[config.mk]
export PLATFORM = sky130hd
export DESIGN_NAME = alu_result_fifo_flat
export DESIGN_NICKNAME = d
export VERILOG_FILES = /design/src/rtl/alu_result_fifo_pkg.sv /design/src/rtl/alu_result_fifo_if.sv /design/src/rtl/alu_result_fifo_sync_fifo.sv /design/src/rtl/alu_result_fifo.sv /design/src/flat_wrapper.sv
export SDC_FILE = /design/constraint.sdc
export NUM_CORES = 1
export LEC_CHECK = 0
export CAP_MARGIN = 0
export CORE_MARGIN = 8
export CORE_UTILIZATION = 40
export DETAILED_ROUTE_END_ITERATION = 16
export DONT_BUFFER_PORTS = 1
export PLACE_DENSITY = 0.54
export SYNTH_ARGS = -nofsm -noshare
export SYNTH_HDL_FRONTEND = slang
export SYNTH_SLANG_ARGS = --single-unit
[constraint.sdc]
create_clock -name clk -period 3 [get_ports clk]
set_input_delay 0.9 -clock clk [delete_from_list [all_inputs] [get_ports clk]]
set_output_delay 0.9 -clock clk [all_outputs]
set_load 0.01 [all_outputs]
[src/rtl/alu_result_fifo_pkg.sv]
// Shared widths, opcode constants and the entry layout for the ALU result FIFO.
// Opcodes at or above OPC_CMP_MIN belong to the compare group.
package alu_result_fifo_pkg;

    localparam int DEF_DATA_W = 8;
    localparam int DEF_OPC_W  = 3;
    localparam int DEF_DEPTH  = 4;

    localparam logic [DEF_OPC_W-1:0] OPC_ADD     = 3'd0;
    localparam logic [DEF_OPC_W-1:0] OPC_SUB     = 3'd1;
    localparam logic [DEF_OPC_W-1:0] OPC_MUL     = 3'd2;
    localparam logic [DEF_OPC_W-1:0] OPC_CMP_MIN = 3'd3;

    typedef struct packed {
        logic [DEF_OPC_W-1:0]  opc;
        logic [DEF_DATA_W-1:0] data;
    } entry_t;

endpackage

[src/rtl/alu_result_fifo_if.sv]
// Issue-credit and result valid/ready bundle between issuer/consumer and the result FIFO.
// The master side is the issuer/consumer; the slave side is the FIFO block.
interface alu_result_fifo_if
    import alu_result_fifo_pkg::*;
#(
    parameter int DATA_W = DEF_DATA_W,
    parameter int OPC_W  = DEF_OPC_W
);

    logic              issue_valid;
    logic [OPC_W-1:0]  issue_opc;
    logic              issue_ready;
    logic              res_valid;
    logic              res_ready;
    logic [DATA_W-1:0] res_data;
    logic [OPC_W-1:0]  res_opc;
    logic              res_is_cmp;

    modport master (
        output issue_valid, issue_opc, res_ready,
        input  issue_ready, res_valid, res_data, res_opc, res_is_cmp
    );

    modport slave (
        input  issue_valid, issue_opc, res_ready,
        output issue_ready, res_valid, res_data, res_opc, res_is_cmp
    );

endinterface

[src/rtl/alu_result_fifo_sync_fifo.sv]
// Small synchronous first-word-fall-through FIFO with occupancy count.
// A push into a full FIFO is accepted only when a pop frees the head slot in the same edge.
module sync_fifo #(
    parameter int WIDTH = 8,
    parameter int DEPTH = 4
) (
    input  logic                   clk,
    input  logic                   rst,
    input  logic                   i_push,
    input  logic [WIDTH-1:0]       i_pushData,
    input  logic                   i_pop,
    output logic [WIDTH-1:0]       o_headData,
    output logic                   o_full,
    output logic                   o_empty,
    output logic [$clog2(DEPTH):0] o_count
);

    localparam int PTR_W = $clog2(DEPTH);

    logic [WIDTH-1:0] r_mem [DEPTH];
    logic [PTR_W-1:0] r_wrPtr;
    logic [PTR_W-1:0] r_rdPtr;
    logic [PTR_W:0]   r_count;
    logic             w_doPush;
    logic             w_doPop;

    assign o_full   = (r_count == (PTR_W+1)'(DEPTH));
    assign o_empty  = (r_count == '0);
    assign w_doPop  = i_pop & ~o_empty;
    assign w_doPush = i_push & (~o_full | w_doPop);
    assign o_count  = r_count;

    // An empty FIFO presents zeros rather than stale storage contents.
    assign o_headData = o_empty ? '0 : r_mem[r_rdPtr];

    always_ff @(posedge clk) begin
        if (rst) begin
            r_wrPtr <= '0;
            r_rdPtr <= '0;
            r_count <= '0;
        end else begin
            r_wrPtr <= r_wrPtr + PTR_W'(w_doPush);
            r_rdPtr <= r_rdPtr + PTR_W'(w_doPop);
            r_count <= r_count + (PTR_W+1)'(w_doPush) - (PTR_W+1)'(w_doPop);
        end
    end

    always_ff @(posedge clk) begin
        if (!rst && w_doPush) begin
            r_mem[r_wrPtr] <= i_pushData;
        end
    end

endmodule

[src/rtl/alu_result_fifo.sv]
// Captures tagged ALU/compare results one clock after issue and queues them for a consumer.
// Issue credit counts stored entries plus the result still in flight.
module alu_result_fifo
    import alu_result_fifo_pkg::*;
#(
    parameter int DATA_W = DEF_DATA_W,
    parameter int OPC_W  = DEF_OPC_W,
    parameter int DEPTH  = DEF_DEPTH
) (
    input  logic                   clk,
    input  logic                   rst,
    alu_result_fifo_if.slave       bus,
    input  logic [DATA_W-1:0]      c_in,
    output logic [$clog2(DEPTH):0] count,
    output logic                   overflow
);

    localparam int ENT_W = OPC_W + DATA_W;
    localparam int CNT_W = $clog2(DEPTH) + 1;

    logic              r_pendV;
    logic [OPC_W-1:0]  r_pendOpc;
    logic              r_overflow;
    logic              w_full;
    logic              w_empty;
    logic              w_pop;
    logic [ENT_W-1:0]  w_head;
    logic [CNT_W-1:0]  w_count;
    logic [CNT_W:0]    w_credit;

    // Credit is built from registered state only, so issue_ready never depends on issue_valid.
    assign w_credit        = {1'b0, w_count} + (CNT_W+1)'(r_pendV);
    assign bus.issue_ready = (w_credit < (CNT_W+1)'(DEPTH));

    assign bus.res_valid              = ~w_empty;
    assign w_pop                      = bus.res_valid & bus.res_ready;
    assign {bus.res_opc, bus.res_data} = w_head;
    assign bus.res_is_cmp             = (bus.res_opc >= OPC_W'(OPC_CMP_MIN));

    assign count    = w_count;
    assign overflow = r_overflow;

    always_ff @(posedge clk) begin
        if (rst) begin
            r_pendV    <= 1'b0;
            r_pendOpc  <= '0;
            r_overflow <= 1'b0;
        end else begin
            r_pendV   <= bus.issue_valid & bus.issue_ready;
            r_pendOpc <= bus.issue_opc;
            if (r_pendV && w_full && !w_pop) begin
                r_overflow <= 1'b1;
            end
        end
    end

    sync_fifo #(
        .WIDTH (ENT_W),
        .DEPTH (DEPTH)
    ) u_fifo (
        .clk        (clk),
        .rst        (rst),
        .i_push     (r_pendV),
        .i_pushData ({r_pendOpc, c_in}),
        .i_pop      (w_pop),
        .o_headData (w_head),
        .o_full     (w_full),
        .o_empty    (w_empty),
        .o_count    (w_count)
    );

endmodule

[src/flat_wrapper.sv]
// flat-port wrapper written by rule: the top's interface ports become plain ports
module alu_result_fifo_flat import alu_result_fifo_pkg::*;
#(
    parameter int DATA_W = DEF_DATA_W,
    parameter int OPC_W  = DEF_OPC_W,
    parameter int DEPTH  = DEF_DEPTH
)
  (clk, rst, c_in, count, overflow, bus_issue_valid, bus_issue_opc, bus_res_ready, bus_issue_ready, bus_res_valid, bus_res_data, bus_res_opc, bus_res_is_cmp);
  alu_result_fifo_if #(.DATA_W(DATA_W), .OPC_W(OPC_W)) bus_i ();
  input  logic clk;
  input  logic rst;
  input  logic [DATA_W-1:0] c_in;
  output logic [$clog2(DEPTH):0] count;
  output logic overflow;
  input wire logic [$bits(bus_i.issue_valid)-1:0] bus_issue_valid;
  input wire logic [$bits(bus_i.issue_opc)-1:0] bus_issue_opc;
  input wire logic [$bits(bus_i.res_ready)-1:0] bus_res_ready;
  output wire logic [$bits(bus_i.issue_ready)-1:0] bus_issue_ready;
  output wire logic [$bits(bus_i.res_valid)-1:0] bus_res_valid;
  output wire logic [$bits(bus_i.res_data)-1:0] bus_res_data;
  output wire logic [$bits(bus_i.res_opc)-1:0] bus_res_opc;
  output wire logic [$bits(bus_i.res_is_cmp)-1:0] bus_res_is_cmp;
  assign bus_i.issue_valid = bus_issue_valid;
  assign bus_i.issue_opc = bus_issue_opc;
  assign bus_i.res_ready = bus_res_ready;
  assign bus_issue_ready = bus_i.issue_ready;
  assign bus_res_valid = bus_i.res_valid;
  assign bus_res_data = bus_i.res_data;
  assign bus_res_opc = bus_i.res_opc;
  assign bus_res_is_cmp = bus_i.res_is_cmp;
  alu_result_fifo #(.DATA_W(DATA_W), .OPC_W(OPC_W), .DEPTH(DEPTH)) u_core (.clk(clk), .rst(rst), .bus(bus_i), .c_in(c_in), .count(count), .overflow(overflow));
endmodule
* Yosys cells after proc, flatten, opt, wreduce, memory -nomap -nowiden
Memory sizes are Yosys's and may differ from the RTL's. A register that Yosys moved wholly into a read port is not among the register bits. Cells that the tools add are included.
Cells by class: muxes and demuxes 4, $lt $le $gt $ge 2, add/subtract/negate cells 5, bitwise gates (word level) 7, reductions and logical operators 6, equality and inequality tests 1
Operators with widths (count):
- two-way mux 11 bit | 1
- adder 2 x 1 -> 2 bit | 2
- adder 3 x 1 -> 4 bit | 1
- AND 1 bit | 4
- less-than comparator 4 x 3 -> 1 bit, second input constant | 1
- adder 3 x 1 -> 3 bit | 1
- equality test 3 bit, second input constant | 1
- greater-or-equal comparator 3 x 2 -> 1 bit, second input constant | 1
- logical AND 1 bit | 3
- logical NOT 3 bit | 1
- subtractor 3 x 1 -> 3 bit | 1
- logical NOT 1 bit | 2
- two-way mux 1 bit | 2
- two-way mux 2 bit | 1
- inverter 1 bit | 2
- bitwise OR 1 bit | 1
Storage, ports and cells: output and inout bits 18, flip-flop bits (word level) 12, bits in writable memories 44, memories kept 1, input port bits 15, logic and storage cells 32
Memory list:
- u_core.u_fifo.r_mem | depth 4, width 11, read ports 1, clocked after memory_dff 1, wr ports 1, RTL line alu_result_fifo_sync_fifo.sv:20 | logic [WIDTH-1:0] r_mem [DEPTH];

* Longest topological paths before layout
Gate-level depths: netlist (run 1).
depth after elaboration 9, gate-level depth with buffers 9, depth with buffers taken out 9

* Modules after synthesis
From an unflattened synthesis (run 1), not the netlist that was laid out.
Second synthesis, totals: cells, all modules 125, area total of the unflattened synthesis 2258.4 µm²
By module, submodules not included:
- sync_fifo | cells an instance 109, area each 2087.0 µm², seq. area each 1461.4 µm², times used 1
- alu_result_fifo | cells an instance 16, area each 171.4 µm², seq. area each 100.1 µm², times used 1

* Worst setup path before layout (run 1)
OpenSTA, ideal clock, no wires.
kind input to register, start input port bus_res_ready, end memory u_core.u_fifo.r_mem[1][0] (netlist name), enable pin, arrival time 2431 ps, slack 157 ps, buffers on the path 0, library setup time 412 ps, stages on the path 3, required time 2588 ps, cell sequence nor4b_1 > nand2b_1 > nor4b_1
On the way: longest elaborated chain between the ends 7
Ends and longest elaborated chain:
- from (decl) | RTL line flat_wrapper.sv:17 | input wire logic [$bits(bus_i.res_ready)-1:0] bus_res_ready;
- AND 1 bit | RTL line alu_result_fifo.sv:36 | assign w_pop = bus.res_valid & bus.res_ready;
- AND 1 bit | RTL line alu_result_fifo_sync_fifo.sv:29 | assign w_doPop = i_pop & ~o_empty;
- bitwise OR 1 bit | RTL line alu_result_fifo_sync_fifo.sv:30 | assign w_doPush = i_push & (~o_full | w_doPop);
- AND 1 bit | RTL line alu_result_fifo_sync_fifo.sv:30
- logical AND 1 bit | RTL line alu_result_fifo_sync_fifo.sv:49 | if (!rst && w_doPush) begin
- two-way mux 1 bit | RTL line alu_result_fifo_sync_fifo.sv:49
- two-way mux 1 bit (not written as such) | RTL line alu_result_fifo_sync_fifo.sv:50 | r_mem[r_wrPtr] <= i_pushData;
- to (decl) | RTL line alu_result_fifo_sync_fifo.sv:20
No other way between the ends.

==> results of run 1 <==
## Yosys cell counts (2+ instances only)
library cell	number
buf_2	2
dfxtp_1	12
edfxtp_1	44
ha_1	5
inv_1	4
mux4_1	6
mux4_2	5
nor2_1	6
nor2b_1	18
nor4b_1	3
xnor2_1	3
## metal layers
| layer | GRT usage [%] | share of wire, % | vias up |
|---|---|---|---|
| li1 | - | - | 489 |
| met1 | 10.5 | 41 | 511 |
| met2 | 15.7 | 51 | 22 |
| met3 | 3.41 | 6.0 | 7 |
| met4 | 4.58 | 1.6 | 0 |
| met5 | 0 | 0 | - |
## power breakdown
group	internal, mW	total, mW	switching, mW
registers	0.884	0.962	0.0781
logic	0.227	0.485	0.258
clock network	0.333	0.555	0.221
## state kept, by name, indices dropped and copies added, names as in the netlist
| register | flops |
|---|---|
| u_core.u_fifo.r_mem | 44 |
| u_core.overflow | 1 |
| u_core.u_fifo.r_wrPtr | 2 |
| u_core.u_fifo.o_count | 3 |
| u_core.u_fifo.r_rdPtr | 2 |
| u_core.r_pendV | 1 |
| u_core.r_pendOpc | 3 |
## cell families (layout without fill, tap and decap cells)
group,Yosys count,after routing,synth area share [%]
adder cells (fa/ha/maj),6,6,3.72
AND/OR/NAND/NOR,34,34,9.41
flip-flops,56,56,70.3
XOR/XNOR,3,3,1.18
multiplexers,11,11,12.2
buffers and inverters,8,20,1.80
AO/OA/AOI/OAI,4,4,1.35
## critical path: cells and delay by family, from the launching register on
kind / cells / cell delay, ps
DFF: 1 / 500
muxes: 1 / 480
buffers and inverters: 2 / 380
and+or+nand+nor: 1 / 180
## final timing paths
path                                              end  slack [ps]  cells after the start
hold / removal    u_core.u_fifo.r_mem[1][9]$_DFFE_PP_         490                      0
setup reg to reg  u_core.u_fifo.o_count[2]$_SDFF_PP0_         840                      9
hold reg to reg   u_core.u_fifo.r_mem[1][9]$_DFFE_PP_         490                      0
setup / recovery                      bus_res_data[6]         260                      4
## area by class of cell
type	instances	area share, %
clock buffer	6	2.89
clock inverter	2	2.40
inverter	4	0.599
multi-input combinational	58	25.8
sequential	56	62.3
tap	72	3.59
timing repair buffer	8	2.40
==> results_dict.tcl, run 1 <==
set metrics [dict create \
    vias 1029 \
    finalWorstSetupSlack_ps 255 \
    mostFrequentLayoutCell "edfxtp_1" \
    postCtsHoldBufs 0 \
    cts_setup_buffers 0 \
    first_global_vias 1130 \
    synth_cell_types 25 \
    crit_path_cell_trace "buf_4, buf_4, mux4_2, nor2b_1" \
    cts_tree "yes" \
    fin_tns_setup_ps 0 \
    hold_viol 0 \
    crit_type "reg -> out" \
    post-route-period-util_pct 91.5 \
    cp_max_fo 6 \
    relSlewSlack_pct 62.1 \
    cellPowerDensity_nw_per_um2 799 \
    antenna_found_initial 0 \
    syn_inst 122 \
    synth_top_area_share_pct 59.5 \
    post_cts_resized 0 \
    synthFlopType "edfxtp_1" \
    worst_hold_path_type "reg -> reg" \
    multi_input_area_um2 648 \
    cp-start-kind "register" \
    track_usage_pct 9.44 \
    nNetsFinal 154 \
    cts.path.max_buffers 2 \
    grt_pass1_wl_um 5930 \
    async_reset_ff_share_pct 0 \
    cp_data_arrival_time_ps 1840 \
    clock_latency_ps 300 \
    final_antenna_net_count 0 \
    setup-violations-final 0 \
    firstDrtPassIters 3 \
    drt-total-wl_um 3710 \
    fin_util_pct 46.1 \
    synthTopCellsByArea "edfxtp_1 60%, dfxtp_1 11%, mux4_1 7.1%" \
    drc_errors 0 \
    leakagePower_nw 0.850 \
    cts_max_level 2 \
    routed_via_density 5.00 \
    synth_top_cell_by_area "edfxtp_1" \
    skew_ps 8.58 \
    ir_worst_vdd_mv 0.286 \
    synth-seq-cells 56 \
    ios 33 \
    wire_per_inst_um 18.0 \
    synth_warnings 0 \
    ctsRootBufferMaster "clkbuf_8" \
    crit_slowest_cell "dfxtp_1" \
    slew_violations 0 \
    cts.clk_slew.worst_paths_ps 90 \
    synth_edf_count 44 \
    drive_gt1_share_pct 19.4 \
    cts_made_buffers 5 \
    dpl_worst_slack_ps 401 \
    avgSynthCellArea_um2 18.2 \
    worstPathRequired_ps 2100 \
    hold_slack_ps 490 \
    n_fill_cell 473 \
    status "finished, final reports clean" \
    stdcell_count 206 \
    r2r_start "u_core.u_fifo.o_count[2]$_SDFF_PP0_" \
    antenna_cells 0 \
    cp-startpoint "u_core.u_fifo.r_rdPtr[0]$_SDFF_PP0_" \
    core_area_um2 5440 \
    seqCellArea_um2 1560 \
    syn_nets 143 \
    seq_area_frac_synth_pct 70.3 \
    hpwl_um 2600 \
    tightestPinTransition_ps 568 \
    start_util_pct 40.8 \
    p_total_mw 2.00 \
    hp-start "u_core.r_pendOpc[1]$_SDFF_PP0_" \
    area_growth_pct 13.0 \
    crit_path_end_kind "primary output" \
    critPathMaxStageDelay_ps 500 \
    clock.fmax_mhz 364 \
    period_needed_ps 2740 \
    rsz0062_at_grt "false" \
    portBuffers 0 \
    final_cell_area_um2 2510 \
    final_cell_mix "44 x edfxtp_1, 18 x nor2b_1, 12 x dfxtp_1, 8 x buf_4" \
    place_congestion 0.673 \
    cpMostUsedCell "buf_4" \
    place_area_um2 2370 \
    grt.overflow.total 0 \
    max_cap_violations 0 \
    fp.dieW_um 90.5 \
    dieArea_um2 8190 \
    netlist_area_um2 2220 \
    place_inst 198 \
    num_rows 27 \
    clock-sinks 56 \
    grt_max_degree 18 \
    chipHeight_um 90.5 \
    initialDrtViolationCount 50 \
]
Power figures use the tool's default switching activity.
==> run 2: changes to the inputs <==
PLACE_DENSITY = 0.56   (was 0.54)
==> run 2 against run 1 <==
- design area down 0.75%
- first-iteration DRC count grew 36%
- total power decreased by 6.3%
- fmax about the same
- global-route usage up 0.35 points
- critical path type unchanged
==> results_dict.tcl, run 2 (synthesis gave the netlist of run 1 again) <==
set metrics [dict create \
    initialDrtViolationCount 68 \
    relSlewSlack_pct 60.6 \
    met2_usage_pct 16.6 \
    track_usage_pct 9.79 \
    dpl_worst_slack_ps 367 \
    hold_viol 0 \
    cts.clk_slew.worst_paths_ps 100 \
    hpwl_um 2750 \
    cts_tree "yes" \
    finalWorstSetupSlack_ps 257 \
    stdcell_count 209 \
    grt.overflow.total 0 \
    status "finished, final reports clean" \
    chipHeight_um 90.5 \
    antenna_cells 0 \
    final_cell_mix "44 x edfxtp_1, 18 x nor2b_1, 12 x dfxtp_1, 11 x buf_4" \
    period_needed_ps 2740 \
    fp.dieW_um 90.5 \
    p_int_mw 1.29 \
    clock.fmax_mhz 365 \
    post_cts_resized 0 \
    grt_busiest_layer "met2" \
    clock_latency_ps 310 \
    nNetsFinal 157 \
    post-route-period-util_pct 91.4 \
    p_sw_mw 0.585 \
    ios 33 \
    cts.path.max_buffers 2 \
    clock-sinks 56 \
    worstPathRequired_ps 2100 \
    crit_path_end_kind "primary output" \
    grt_max_degree 19 \
    routed_via_density 4.95 \
    clkPwrFrac_pct 21.9 \
    start_util_pct 40.8 \
    top_register "u_core.u_fifo.r_mem" \
    grt_pass1_wl_um 6150 \
    first_global_vias 1104 \
    cts_made_buffers 5 \
    final_cell_area_um2 2490 \
    cp-start-kind "register" \
    vias 1035 \
    rsz0062_at_grt "false" \
    ir_worst_vdd_mv 0.356 \
    num_rows 27 \
    postCtsHoldBufs 0 \
    fin_tns_setup_ps 0 \
    cts_max_level 2 \
    switching_share_pct 31.1 \
    comb_power_share_pct 26.6 \
    place_inst 201 \
    antenna_found_initial 0 \
    multi_input_area_um2 648 \
    worst_hold_path_type "reg -> reg" \
    drive_gt1_share_pct 21.9 \
    cp_max_fo 6 \
    cts_setup_buffers 0 \
    grt_util_met1_pct 10.5 \
    cp_data_arrival_time_ps 1840 \
    skew_ps 6.80 \
    seqCellArea_um2 1560 \
    slew_violations 0 \
    mostFrequentLayoutCell "edfxtp_1" \
    drc_errors 0 \
    firstDrtPassIters 4 \
    final_antenna_net_count 0 \
    crit_type "reg -> out" \
    leakagePower_nw 0.849 \
    core_area_um2 5440 \
    portBuffers 0 \
    cellPowerDensity_nw_per_um2 754 \
    p_total_mw 1.88 \
    wire_per_inst_um 18.4 \
    tightestPinTransition_ps 590 \
    place_congestion 0.745 \
    drt-total-wl_um 3840 \
    max_cap_violations 0 \
    grt.met3_usage_pct 3.74 \
    area_growth_pct 12.1 \
    largest_register_ff_count 44 \
    dieArea_um2 8190 \
    setup-violations-final 0 \
    n_fill_cell 477 \
    place_area_um2 2400 \
    p_seq_share_pct 51.4 \
    reg2reg_slack_ps 770 \
    ctsRootBufferMaster "clkbuf_8" \
]
## run 2: cell types whose count changed in the layout (fill, tap and decap cells not counted)
cell / previous run / this run
buf_4: 8 / 11
clkinv_2: 0 / 1
clkbuf_1: 1 / 0
inv_6: 0 / 1
clkinv_4: 0 / 1
bufinv_16: 2 / 0
## run 2: metal layers
layer | share of wire [%] | vias up
li1 | - | 493
met1 | 42 | 513
met2 | 51 | 22
met3 | 5.7 | 7
met4 | 1.7 | 0
met5 | 0 | -
## run 2: worst max-delay path, cell delays in order (launching register included)
cell and delay [ps]:
dfxtp_1 550, buf_4 230, mux4_1 580, nor2b_1 190
## run 2: through the flow
stage	hold WS (ps)	utilization, %
3_3_place_gp	448	44.1
2_1_floorplan	438	-
3_5_place_dp	464	44.1
6_report	489	45.8
4_1_cts	483	45.8
5_1_grt	509	45.8
## run 2: cell type report
cell class | count | share of cell area, %
Tap cell | 72 | 3.62
Inverter | 4 | 0.603
Sequential cell | 56 | 62.7
Timing Repair Buffer | 11 | 3.32
Clock buffer | 5 | 2.77
Multi-Input combinational cell | 58 | 26.0
Clock inverter | 3 | 0.905
## run 2: power groups by stage
stage | Clock, mW | Sequential [mW] | Combinational, mW
after detailed placement | 0 | 0.986 | 0.520
final | 0.411 | 0.965 | 0.500
after floorplan | 0 | 0.948 | 0.400
after global routing | 0.458 | 0.977 | 0.563
after CTS | 0.425 | 0.968 | 0.522
after global placement | 0 | 0.982 | 0.509
## run 2: final timing paths
| kind | from | cells past startpoint | endpoint |
|---|---|---|---|
| setup reg to reg | u_core.u_fifo.o_count[1]$_SDFF_PP0_ | 10 | u_core.u_fifo.o_count[2]$_SDFF_PP0_ |
| hold reg to reg | u_core.r_pendOpc[2]$_SDFF_PP0_ | 0 | u_core.u_fifo.r_mem[0][10]$_DFFE_PP_ |
| setup / recovery | u_core.u_fifo.r_rdPtr[0]$_SDFF_PP0_ | 3 | bus_res_data[1] |
| hold / removal | u_core.r_pendOpc[2]$_SDFF_PP0_ | 0 | u_core.u_fifo.r_mem[0][10]$_DFFE_PP_ |
==> run 3: changes to the inputs <==
ABC_AREA = 1   (was default)
==> run 3 against run 2 <==
- synthesized area grew 5.3%
- fmax is 9.1% higher
- worst hold slack lost 1.2 ps
- first-iteration DRC count grew 22%
- highest routed layer unchanged
- non-clock buffer count fell by 4
- total power grew 2.2%
- largest power group unchanged
==> results_dict.tcl, run 3 <==
set metrics [dict create \
    status "finished, final reports clean" \
    grt.overflow.total 0 \
    first_global_vias 1421 \
    finalWorstSetupSlack_ps 487 \
    mostFrequentLayoutCell "nor2_1" \
    drive_gt1_share_pct 10.6 \
    critPathBufInv 1 \
    slew_violations 0 \
    synthTopCellsByArea "edfxtp_1 57%, dfxtp_1 10%, nor2_1 7.4%" \
    leakagePower_nw 0.958 \
    drc_errors 0 \
    portBuffers 0 \
    num_rows 28 \
    synth_top_area_share_pct 56.5 \
    cp_max_fo 11 \
    clock_latency_ps 310 \
    clkPwrFrac_pct 20.0 \
    synth-seq-cells 56 \
    ctsRootBufferMaster "clkbuf_8" \
    fp.dieW_um 92.4 \
    whs_path_depth 0 \
    core_area_um2 5780 \
    syn_nets 232 \
    rr_endpoint "u_core.u_fifo.o_count[2]$_SDFF_PP0_" \
    place_area_um2 2430 \
    antenna_cells 0 \
    track_usage_pct 10.8 \
    hp-start "u_core.r_pendOpc[2]$_SDFF_PP0_" \
    synthFlopType "edfxtp_1" \
    cellPowerDensity_nw_per_um2 765 \
    max_cap_violations 0 \
    seq_area_frac_synth_pct 66.8 \
    p_seq_share_pct 48.9 \
    period_needed_ps 2510 \
    crit_path_end_kind "primary output" \
    antenna_found_initial 0 \
    synth_cell_types 22 \
    avgSynthCellArea_um2 11.1 \
    synthTopCellsByCount "46 x nor2_1, 44 x edfxtp_1, 26 x inv_1" \
    p_int_mw 1.22 \
    cts_max_level 2 \
    skew_ps 12.6 \
    postCtsHoldBufs 0 \
    rsz0062_at_grt "false" \
    critPathMaxStageDelay_ps 510 \
    hold_slack_ps 487 \
    fin_tns_setup_ps 0 \
    final_antenna_net_count 0 \
    min_to "u_core.u_fifo.r_mem[2][10]$_DFFE_PP_" \
    place_congestion 0.719 \
    cts.path.max_buffers 2 \
    relSlewSlack_pct 73.7 \
    switching_share_pct 36.3 \
    grt_pass1_wl_um 7190 \
    crit_type "reg -> out" \
    area_growth_pct 7.28 \
    r2r_start "u_core.u_fifo.o_count[1]$_SDFF_PP0_" \
    dpl_worst_slack_ps 598 \
    hpwl_um 2900 \
    nNetsFinal 238 \
    synth_edf_count 44 \
    reg2reg_depth 11 \
    path_delay_family "flip-flops" \
    clock-sinks 56 \
    clock.fmax_mhz 398 \
    firstDrtPassIters 4 \
    reg2reg_slack_ps 620 \
    wire_per_inst_um 14.8 \
    start_util_pct 40.4 \
    initialDrtViolationCount 83 \
    cts_made_buffers 5 \
    synth_most_common_cell "nor2_1" \
    syn_inst 211 \
    synth_top_cell_by_area "edfxtp_1" \
    setup-violations-final 0 \
    drt-total-wl_um 4330 \
    chipHeight_um 92.4 \
    worstPathRequired_ps 2100 \
    cts_setup_buffers 0 \
    ios 33 \
    tightestPinTransition_ps 393 \
    vias 1418 \
    cp-start-kind "register" \
    worst_hold_path_type "reg -> reg" \
    crit_slowest_cell "dfxtp_1" \
    crit_path_cell_trace "nor2_1, nand2_1, inv_2, a21oi_1" \
    routed_via_density 4.86 \
    cts_tree "yes" \
    async_reset_ff_share_pct 0 \
    final_cell_mix "46 x nor2_1, 44 x edfxtp_1, 26 x inv_1, 16 x o21ai_1, 14 x nand2_1" \
    post_cts_resized 0 \
    ir_worst_vdd_mv 0.441 \
    cp_data_arrival_time_ps 1610 \
    p_sw_mw 0.696 \
    top_register "u_core.u_fifo.r_mem" \
    comb_power_share_pct 31.2 \
    largest_register_ff_count 44 \
    hold_viol 0 \
    netlist_area_um2 2340 \
    post-route-period-util_pct 83.8 \
    cts.clk_slew.worst_paths_ps 100 \
    grt_max_degree 22 \
    dieArea_um2 8550 \
    synth_warnings 0 \
    final_cell_area_um2 2510 \
]
[run 3: changes by cell type in the layout (fill, tap and decap cells not counted), moves of 4 or more]
| cell | change |
|---|---|
| nand2_1 | +13 |
| buf_4 | -4 |
| inv_1 | +22 |
| mux4_2 | -5 |
| nor2_1 | +40 |
| nor3_1 | +5 |
| a21oi_1 | +10 |
| nand3_1 | +6 |
| mux4_1 | -6 |
| nor2b_1 | -18 |
| o21ai_1 | +16 |
[run 3: worst max-delay path by stage]
stage / start / endpoint / slack [ps] / cells after the start
3_3_place_gp: u_core.u_fifo.o_count[1]$_SDFF_PP0_ / u_core.u_fifo.o_count[2]$_SDFF_PP0_ / 650 / 11
5_1_grt: u_core.u_fifo.r_rdPtr[0]$_SDFF_PP0_ / bus_res_is_cmp / 360 / 7
6_report: u_core.u_fifo.o_count[1]$_SDFF_PP0_ / bus_res_data[4] / 490 / 4
4_1_cts: u_core.u_fifo.o_count[1]$_SDFF_PP0_ / bus_res_data[4] / 420 / 4
3_5_place_dp: u_core.u_fifo.o_count[1]$_SDFF_PP0_ / u_core.u_fifo.o_count[2]$_SDFF_PP0_ / 600 / 11
2_1_floorplan: bus_res_ready / u_core.u_fifo.r_mem[0][0]$_DFFE_PP_ / 640 / 4
[run 3: logic make-up (layout without fill, tap and decap cells)]
logic type | count (synthesis) | count (layout) | share of synthesized area (%)
simple gates | 80 | 80 | 14.9
buf+inv | 37 | 43 | 7.12
fa+ha+maj | 6 | 6 | 3.53
xor+xnor | 3 | 3 | 1.12
compound gates | 29 | 29 | 6.48
flops | 56 | 56 | 66.8
[run 3: area by class of cell]
cell class | count | area (um^2)
Tap cell | 75 | 93.8
Clock buffer | 5 | 68.8
Fill cell | 557 | 3270
Clock inverter | 2 | 12.5
Sequential cell | 56 | 1560
Multi-Input combinational cell | 118 | 609
Inverter | 29 | 109
Timing Repair Buffer | 7 | 52.6
[run 3: power groups by stage]
| stage | Combinational [mW] | Sequential, mW | Clock [mW] |
|---|---|---|---|
| floorplan | 0.499 | 0.954 | 0 |
| global placement | 0.619 | 0.956 | 0 |
| detailed placement | 0.619 | 0.957 | 0 |
| CTS | 0.623 | 0.939 | 0.394 |
| global route | 0.687 | 0.947 | 0.425 |
| finish | 0.598 | 0.938 | 0.383 |
[run 3: metrics by stage]
step                      util (%)  power, mW  instances
after global routing          43.4       2.06        292
after detailed placement      42.0       1.58        285
after CTS                     43.4       1.95        292
after global placement        42.0       1.58        285
final                         43.4       1.92        292
after floorplan                  -       1.45        211
[run 3: layer usage]
metal	track usage [%]	vias up	part of all wire, %
li1	-	709	-
met1	12.4	666	45
met2	18.3	36	48
met3	3.64	7	5.6
met4	4.30	0	1.5
met5	0	-	0
